`src/rtl/pdm_modulator_pkg.sv`:
```
`default_nettype none
// +------------------------------------------------------------------+
// | pdm_modulator_pkg : shared audio PCM format constants and helpers |
// | Revision: 1.0                                                     |
// +------------------------------------------------------------------+
package pdm_modulator_pkg;

  localparam int                        c_pcm_width  = 8;
  localparam logic [c_pcm_width-1:0]    c_pcm_offset = 8'd128;

  typedef logic signed [c_pcm_width-1:0] pcm_t;
  typedef logic        [c_pcm_width-1:0] upcm_t;

  // Offset-binary view of a signed sample: -128..127 maps to 0..255.
  function automatic upcm_t pcm_to_unsigned(input pcm_t s);
    upcm_t raw;
    raw = s;
    return raw + c_pcm_offset;
  endfunction

endpackage
`default_nettype wire

```
`src/rtl/pdm_modulator_sample_fifo.sv`:
```
`default_nettype none
// +------------------------------------------------------------------+
// | sample_fifo : synchronous PCM sample FIFO with registered count   |
// | Revision: 1.0                                                     |
// +------------------------------------------------------------------+
module sample_fifo
  import pdm_modulator_pkg::*;
#(
  parameter int DEPTH = 4,
  parameter int WIDTH = c_pcm_width
) (
  input  logic                     clk,
  input  logic                     rst_n,
  input  logic                     push,
  input  logic [WIDTH-1:0]         push_data,
  input  logic                     pop,
  output logic [WIDTH-1:0]         pop_data,
  output logic                     full,
  output logic                     empty,
  output logic [$clog2(DEPTH):0]   level
);

  localparam int c_aw = $clog2(DEPTH);

  logic [WIDTH-1:0] r_mem [DEPTH];
  logic [c_aw-1:0]  r_wr_ptr;
  logic [c_aw-1:0]  r_rd_ptr;
  logic [c_aw:0]    r_count;
  logic             w_push;
  logic             w_pop;

  assign full     = (r_count == (c_aw+1)'(DEPTH));
  assign empty    = (r_count == '0);
  assign level    = r_count;
  assign pop_data = r_mem[r_rd_ptr];
  assign w_push   = push && !full;
  assign w_pop    = pop && !empty;

  always_ff @(posedge clk) begin
    if (w_push) begin
      r_mem[r_wr_ptr] <= push_data;
    end
  end

  // Pointers wrap naturally because DEPTH is a power of two.
  always_ff @(posedge clk or negedge rst_n) begin
    if (!rst_n) begin
      r_wr_ptr <= '0;
      r_rd_ptr <= '0;
      r_count  <= '0;
    end else begin
      if (w_push) begin
        r_wr_ptr <= r_wr_ptr + 1'b1;
      end
      if (w_pop) begin
        r_rd_ptr <= r_rd_ptr + 1'b1;
      end
      if (w_push && !w_pop) begin
        r_count <= r_count + 1'b1;
      end else if (w_pop && !w_push) begin
        r_count <= r_count - 1'b1;
      end
    end
  end

endmodule
`default_nettype wire

```
`src/rtl/pdm_modulator.sv`:
```
`default_nettype none
// +------------------------------------------------------------------+
// | pdm_modulator : first-order sigma-delta PCM to 1-bit PDM encoder  |
// | Revision: 1.0                                                     |
// +------------------------------------------------------------------+
module pdm_modulator
  import pdm_modulator_pkg::*;
#(
  parameter int CLK_DIV    = 100,
  parameter int OSR        = 16,
  parameter int FIFO_DEPTH = 4
) (
  input  logic                          clk,
  input  logic                          rst_n,
  input  logic                          enable,
  input  logic                          s_valid,
  input  logic [c_pcm_width-1:0]        s_data,
  output logic                          s_ready,
  output logic                          pdm_out,
  output logic                          bit_tick,
  output logic                          underrun,
  output logic [$clog2(FIFO_DEPTH):0]   fifo_level
);

  localparam int c_div_w = $clog2(CLK_DIV);
  localparam int c_bit_w = $clog2(OSR);
  localparam logic [c_div_w-1:0] c_div_last = c_div_w'(CLK_DIV - 1);
  localparam logic [c_bit_w-1:0] c_bit_last = c_bit_w'(OSR - 1);

  logic [c_div_w-1:0]     r_div;
  logic [c_bit_w-1:0]     r_bit;
  upcm_t                  r_acc;
  pcm_t                   r_cur;
  logic                   r_pdm;
  logic                   r_tick;
  logic                   r_underrun;

  logic                   w_step;
  logic                   w_fetch;
  logic                   w_fifo_full;
  logic                   w_fifo_empty;
  logic [c_pcm_width-1:0] w_head;
  pcm_t                   w_sample;
  upcm_t                  w_u;
  logic [c_pcm_width:0]   w_sum;

  sample_fifo #(
    .DEPTH (FIFO_DEPTH),
    .WIDTH (c_pcm_width)
  ) u_fifo (
    .clk       (clk),
    .rst_n     (rst_n),
    .push      (s_valid),
    .push_data (s_data),
    .pop       (w_fetch),
    .pop_data  (w_head),
    .full      (w_fifo_full),
    .empty     (w_fifo_empty),
    .level     (fifo_level)
  );

  assign s_ready  = !w_fifo_full;
  assign w_step   = enable && (r_div == c_div_last);
  assign w_fetch  = w_step && (r_bit == '0);

  // The fetched sample feeds the same step's sum; an empty FIFO yields silence.
  assign w_sample = w_fetch ? (w_fifo_empty ? pcm_t'(0) : pcm_t'(w_head)) : r_cur;
  assign w_u      = pcm_to_unsigned(w_sample);
  assign w_sum    = {1'b0, r_acc} + {1'b0, w_u};

  always_ff @(posedge clk or negedge rst_n) begin
    if (!rst_n) begin
      r_div      <= '0;
      r_bit      <= '0;
      r_acc      <= '0;
      r_cur      <= '0;
      r_pdm      <= 1'b0;
      r_tick     <= 1'b0;
      r_underrun <= 1'b0;
    end else if (!enable) begin
      r_div      <= '0;
      r_bit      <= '0;
      r_acc      <= '0;
      r_pdm      <= 1'b0;
      r_tick     <= 1'b0;
      r_underrun <= 1'b0;
    end else begin
      r_div      <= w_step ? '0 : r_div + 1'b1;
      r_tick     <= w_step;
      r_underrun <= w_fetch && w_fifo_empty;
      if (w_step) begin
        r_bit <= (r_bit == c_bit_last) ? '0 : r_bit + 1'b1;
        r_acc <= w_sum[c_pcm_width-1:0];
        r_pdm <= w_sum[c_pcm_width];
      end
      if (w_fetch) begin
        r_cur <= w_sample;
      end
    end
  end

  assign pdm_out  = r_pdm;
  assign bit_tick = r_tick;
  assign underrun = r_underrun;

endmodule
`default_nettype wire

```
`config.mk`:
```
export PLATFORM = sky130hd
export DESIGN_NAME = pdm_modulator
export DESIGN_NICKNAME = d
export VERILOG_FILES = /design/src/rtl/pdm_modulator_pkg.sv /design/src/rtl/pdm_modulator_sample_fifo.sv /design/src/rtl/pdm_modulator.sv
export SDC_FILE = /design/constraint.sdc
export NUM_CORES = 1
export LEC_CHECK = 0
export ABC_AREA = 1
export BUFFER_PORTS_ARGS = -buffer_cell sky130_fd_sc_hd__buf_2
export CAP_MARGIN = 20
export CORE_MARGIN = 2
export CORE_UTILIZATION = 60
export CTS_BUF_LIST = sky130_fd_sc_hd__clkbuf_2
export CTS_CLUSTER_DIAMETER = 100
export DETAILED_ROUTE_END_ITERATION = 10
export PLACE_DENSITY = 0.79
export SYNTH_ARGS = -nofsm -noshare
export SYNTH_HDL_FRONTEND = slang
export SYNTH_SLANG_ARGS = --single-unit
```
`constraint.sdc`:
```
create_clock -name clk -period 2.9 [get_ports clk]
set_input_delay 0 -clock clk [delete_from_list [all_inputs] [get_ports clk]]
set_output_delay 0 -clock clk [all_outputs]
set_load 0.05 [all_outputs]
```
==> out/qor.yml, run 1 <==
status: "complete, no violations"
cts_tree: "yes"
wl_mm: 6.10
grt_pass1_vias: 2328
die_x_um: 79.2
ant_nets: 0
cts_buffers: 9
clock-sinks: 69
synthTopCellsByArea: "edfxtp_1 28%, dfrtp_1 27%, nand2_1 12%"
grtUsageMet2_pct: 36.0
viasPerCell: 5.08
layout-drive-gt1-share_pct: 12.0
relSlewSlack_pct: 45.0
met1_usage_pct: 28.5
die_height_um: 79.2
syn_avg_cell_area_um2: 9.14
grt_start_max_net_pins: 38
ioPinCount: 19
netlist-cell-type-count: 27
rows: 27
cp.arrival_ns: 2.91
layout_commonest_cell: "nand2_1"
synth_seq_cells: 69
worst_setup_path_start_kind: "flip-flop"
power_density_nw_per_um2: 600
hold-worst-slack_ns: 0.121
min_path_type: "input pin to async pin"
insertion_delay_ns: 0.48
grt_overflow: 0
finalCritPeriodShare_pct: 87.0
grt_antenna_before_repair: 0
p_leak_nw: 1.86
cp.required_ns: 3.29
yosys.area.top_type: "edfxtp_1"
synth-seq-area-share_pct: 55.6
period_minus_slack_ns: 2.52
yosysTopAreaCellShare_pct: 28.3
path_clk_slew_ns: 0.19
syn-instance-count: 371
antennaDiodeCount: 0
root_buffer: "clkbuf_2"
dieArea_um2: 6270
nets: 442
num_vias: 2486
vdd_drop_max_uv: 457
nFillCells: 428
crit_path_end_kind: "flip-flop"
grt_pass1_wl_mm: 10.4
path_max_fanout: 11
track_usage_pct: 21.9
place_congestion: 0.821
setup-violations-final: 0
finClkSkew_ns: 0.00830
met3_usage_pct: 3.86
drt-pass1-iter-count: 4
syn_nets: 401
areaGrowthSynthToFinish_pct: 12.9
drc_errors: 0
critPathKind: "flip-flop to flip-flop"
wl_per_cell_um: 12.5
syn_area_um2: 3390
mostFrequentLayoutCells: "107 x nand2_1, 52 x inv_1, 43 x nor2_1"
total_power_mw: 2.30
ys_warn_count: 0
worstMarginPinSlew_ns: 0.825
core_um2: 5470
rsz0062_at_grt: "no"
clockBufferDepth: 2
drv_cap: 0
portBuffers: 18
busiest_layer: "met2"
cts_resized: 0
start_util_pct: 62.0
hold_viol_final: 0
setup_tns_ns: 0
initialDrtViolationCount: 152
place_hpwl_mm: 4.25
htree_levels: 3
max_freq_mhz: 396
drv_slew: 0
cell families (layout without fill, tap and decap cells):
logic type | Yosys count | count (layout) | synth area share, %
AOI/OAI and AO/OA | 25 | 25 | 3.87
DFF | 69 | 69 | 55.6
adders and majority gates | 18 | 18 | 7.08
xor gates and xnor gates | 7 | 7 | 1.81
and+or+nand+nor | 192 | 192 | 24.3
buffers and inverters | 60 | 106 | 7.30
power by group:
| part | switching (mW) | internal (mW) |
|---|---|---|
| sequential | 0.0667 | 1.16 |
| clock | 0.341 | 0.281 |
| combinational | 0.314 | 0.132 |
| total | 0.722 | 1.58 |
cell usage after synthesis:
library cell    n
buf_2           3
buf_4           3
dfrtp_1        37
o21ai_0         9
nand2_1       107
xnor2_1         3
nor2_2          3
inv_1          52
edfxtp_1       32
fa_1            2
nand3_2         1
o22ai_1         3
nor2_4          1
nand4_1         4
nor3_2          1
o21bai_1        1
nor3b_4         1
nand3_4         1
inv_2           1
xor2_1          4
nor3_1          2
ha_1           16
o21ai_1         3
buf_6           1
nand3_1        28
a21oi_1         9
nor2_1         43
path summary, 6_finish.rpt:
check                           from            endpoint  slack, ns  cells past startpoint
min                            rst_n            r_bit[3]       0.12                      2
min reg2reg                 r_div[0]            r_div[0]       0.48                      1
max in group asynchronous      rst_n  u_fifo.r_wr_ptr[1]       2.26                      2
max                         r_bit[0]            r_acc[5]       0.38                     14
min in group clk           s_data[1]  u_fifo.r_mem[2][1]       0.26                      2
max reg2reg                 r_bit[0]            r_acc[5]       0.38                     14
worst max-delay path: stages (launching register included):
cell,delay (ns)
dfrtp_1,0.45
inv_1,0.11
ha_1,0.15
nor3b_4,0.27
nand3_4,0.14
buf_4,0.20
nor2_1,0.14
nor2_1,0.08
ha_1,0.33
a21oi_1,0.14
nand2_1,0.12
nand2_1,0.10
nand3_1,0.07
nand3_1,0.08
nand2_1,0.05
layout make-up:
type	count	area [µm²]	area share (%)
Sequential cell	69	1890	49.3
Multi-Input combinational cell	242	1260	32.8
Timing Repair Buffer	37	260	6.80
Inverter	53	199	5.20
Clock inverter	7	90.1	2.35
Tap cell	72	90.1	2.35
Clock buffer	9	45.0	1.18
stage by stage:
stage,setup slack [ns],instance area (µm²),std cells,utilization [%]
after floorplan,0.340,3390,371,-
after global placement,0.473,3560,459,65.1
after detailed placement,0.333,3560,459,65.1
after CTS,0.317,3810,486,69.5
after global routing,0.117,3830,489,70.0
final,0.377,3830,489,70.0
routing by layer:
layer | part of all wire [%] | vias to the layer above
met1 | 46 | 1145
met4 | 1.4 | 0
met2 | 49 | 64
li1 | - | 1268
met3 | 3.4 | 9
met5 | 0 | -
what timing repair did:
item	in CTS	in global routing
endpoints found under the setup margin	0	1
buffers inserted	0	3
endpoints found under the hold margin	91	0
hold buffers	11	0
registers in the layout, summed over array words and instances, names as in the netlist:
register	flops
r_div	7
r_bit	4
r_cur	8
underrun	1
bit_tick	1
u_fifo.r_rd_ptr	2
u_fifo.r_mem	32
u_fifo.level	3
u_fifo.r_wr_ptr	2
pdm_out	1
r_acc	8
Power figures use the tool's default switching activity.
==> run 2: changes to the inputs <==
--- a/config.mk
+++ b/config.mk
@@ -5,9 +5,9 @@
 export SDC_FILE = /design/constraint.sdc
 export NUM_CORES = 1
 export LEC_CHECK = 0
-export ABC_AREA = 1
 export BUFFER_PORTS_ARGS = -buffer_cell sky130_fd_sc_hd__buf_2
 export CAP_MARGIN = 20
+export CORE_ASPECT_RATIO = 0.6
 export CORE_MARGIN = 2
 export CORE_UTILIZATION = 60
 export CTS_BUF_LIST = sky130_fd_sc_hd__clkbuf_2
==> run 2 against run 1 <==
  * Maximum frequency is 7.1% lower
  * Sequential power hardly changed
  * Clock skew is 0.021 ns higher
  * Power is 4.0% lower
  * Utilization up 3.1 points
==> out/qor.yml, run 2 <==
grt_pass1_wl_mm: 10.2  # -1.4%
ys_warn_count: 0  # unchanged
wl_mm: 6.33  # +3.7%
largest_reg_flops: 32  # unchanged
synthTopCellsByArea: "edfxtp_1 29%, dfrtp_1 28%, ha_1 6.1%"
pre_cts_slack_ns: 0.0148  # -0.318 ns
layout-drive-gt1-share_pct: 21.2  # +9.2 points
grt_start_max_net_pins: 38  # unchanged
reg2reg_slack_ns: 0.18  # -0.19 ns
power_density_nw_per_um2: 583  # -2.8%
drv_slew: 0  # unchanged
vdd_drop_max_uv: 755  # +65%
synth_seq_cells: 69  # unchanged
htree_levels: 3  # unchanged
layout_commonest_cell: "dfrtp_1"
place_congestion: 0.870  # +6.0%
antennaDiodeCount: 0  # unchanged
nFillCells: 344  # -20%
cts_tree: "yes"
cp.arrival_ns: 3.11  # +0.20 ns
netlist-cell-type-count: 45  # +67%
grt_overflow: 0  # unchanged
drv_cap: 0  # unchanged
wl_per_cell_um: 16.7  # +34%
cp.required_ns: 3.29  # about the same
dp_cells: 348  # -24%
mostFrequentLayoutCells: "35 x dfrtp_1, 32 x edfxtp_1, 28 x nand2_1"
drt-pass1-iter-count: 4  # unchanged
synth.most_common_cell: "dfrtp_1"
ioPinCount: 19  # unchanged
top_register: "u_fifo.r_mem"
synth_top_flop_cell: "dfrtp_1"
drc_errors: 0  # unchanged
viasPerCell: 5.68  # +12%
final_area_um2: 3780  # -1.2%
place_hpwl_mm: 4.42  # +3.9%
relSlewSlack_pct: 44.1  # -0.95 points
num_vias: 2147  # -14%
synth_edf_count: 32  # unchanged
cts_buffers: 9  # unchanged
syn-instance-count: 264  # -29%
clockBufferDepth: 2  # unchanged
syn_nets: 294  # -27%
grt_antenna_before_repair: 0  # unchanged
finalCritPeriodShare_pct: 93.7  # +6.7 points
finClkSkew_ns: 0.0289  # +0.0206 ns
ant_nets: 0  # unchanged
initialDrtViolationCount: 95  # -38%
areaGrowthSynthToFinish_pct: 14.8
synthArstFlopShare_pct: 53.6  # unchanged
status: "complete, no violations"
portBuffers: 18  # unchanged
path_max_fanout: 19  # +8
rows: 20  # -26%
syn_area_um2: 3290  # -2.9%
p_leak_nw: 1.65  # -11%
setup_ws_ns: 0.183  # -0.194 ns
hold_viol_final: 0  # unchanged
max_freq_mhz: 368  # -7.1%
clock-sinks: 69  # unchanged
die_height_um: 61.4  # -22%
start_util_pct: 63.6  # +1.6 points
critPathKind: "flip-flop to flip-flop"
synthTopCellsByCount: "37 x dfrtp_1, 32 x edfxtp_1, 28 x nand2_1, 16 x ha_1, 16 x nor2_1"
nets: 337  # -24%
track_usage_pct: 23.0  # +1.1 points
worst_setup_path_start_kind: "flip-flop"
path_clk_slew_ns: 0.19  # about the same
dieArea_um2: 6120  # -2.4%
period_minus_slack_ns: 2.72  # +0.194 ns
syn_avg_cell_area_um2: 12.5  # +36%
grt_pass1_vias: 2106  # -9.5%
root_buffer: "clkbuf_2"
yosys.area.top_type: "edfxtp_1"
synth-seq-area-share_pct: 57.3  # +1.6 points
core_um2: 5180  # -5.3%
top_regs: "u_fifo.r_mem (32), r_acc (8), r_cur (8)"
placed_area_um2: 3500  # -1.7%
yosysTopAreaCellShare_pct: 29.2  # +0.84 points
crit_path_end_kind: "flip-flop"
setup-violations-final: 0  # unchanged
min_path_type: "input pin to async pin"
insertion_delay_ns: 0.49  # about the same
die_x_um: 99.7  # +26%
worstMarginPinSlew_ns: 0.839  # +0.0142 ns
final_cells: 378  # -23%
run 2: cell types whose count changed in the layout (fill, tap and decap cells not counted), sizes merged, moves of 5 or more:
cell / delta
a21boi: +8
a21o: +5
and2: +5
and3: +9
buf: +5
inv: -45
mux4: +8
nand2: -78
nand3: -17
nor2: -31
run 2: per-stage QoR:
step           hold WS (ns)  total power [mW]  setup TNS [ns]  utilization (%)
6_report              0.126              2.21               0             73.0
5_1_grt               0.156              2.32        -0.00147             73.0
4_1_cts               0.109              2.22               0             71.8
3_5_place_dp          0.136              1.70               0             67.6
3_3_place_gp          0.146              1.67               0             67.6
2_1_floorplan        -0.296              1.56               0                -
run 2: power breakdown:
part	internal, mW	switching, mW	total (mW)
clock	0.193	0.323	0.516
sequential	1.17	0.0704	1.24
combinational	0.150	0.305	0.455
run 2: cells by family after synthesis:
logic type	synth area share, %
xor+xnor	3.19
fa+ha+maj	7.29
simple gates	13.9
flops	57.3
buf+inv	2.13
compound gates	10.0
mux	6.15
run 2: routing by layer:
layer,wire length [µm],part of all wire [%],global-route usage (%)
met1,3070,49,32.9
met2,2870,45,35.7
met3,341,5.4,5.22
met4,44,0.70,8.61
met5,0,0,0
run 2: cell type report:
cell class	count	area [µm²]	area share [%]
multi-input cells	177	1370	36.3
repair buffers	42	305	8.07
inverters	8	30.0	0.794
flip-flops and latches	69	1890	50.0
clock buffers	10	50.0	1.32
clock inverters	6	53.8	1.42
well taps	66	82.6	2.18
run 2: path summary, 6_finish.rpt:
| path | startpoint | end | depth (start not counted) |
|---|---|---|---|
| worst max-delay path | r_bit[0] | pdm_out | 12 |
| worst min-delay path | rst_n | r_cur[6] | 2 |
| worst max register to register | r_bit[0] | pdm_out | 12 |
| worst min register to register | r_div[0] | r_div[0] | 1 |
| max in group asynchronous | rst_n | u_fifo.r_rd_ptr[0] | 2 |
| min in group clk | s_data[7] | u_fifo.r_mem[2][7] | 2 |
run 2: critical path: stages (launching register included):
cell and delay (ns):
dfrtp_1 0.42, inv_1 0.08, ha_1 0.16, nor3b_4 0.24, nand4_4 0.15, buf_8 0.20, nand2_1 0.08, o21ai_0 0.10
ha_1 0.33, o21ai_0 0.26, a21oi_2 0.08, o21a_1 0.20, a311o_1 0.31
run 2: what timing repair did:
action                                  CTS  global route
hold buffers                             11             0
endpoints found under the hold margin    83             0
gates resized for setup                   1            11
endpoints found under the setup margin    3             6
buffers inserted                          0             3
pin swaps                                 0             4
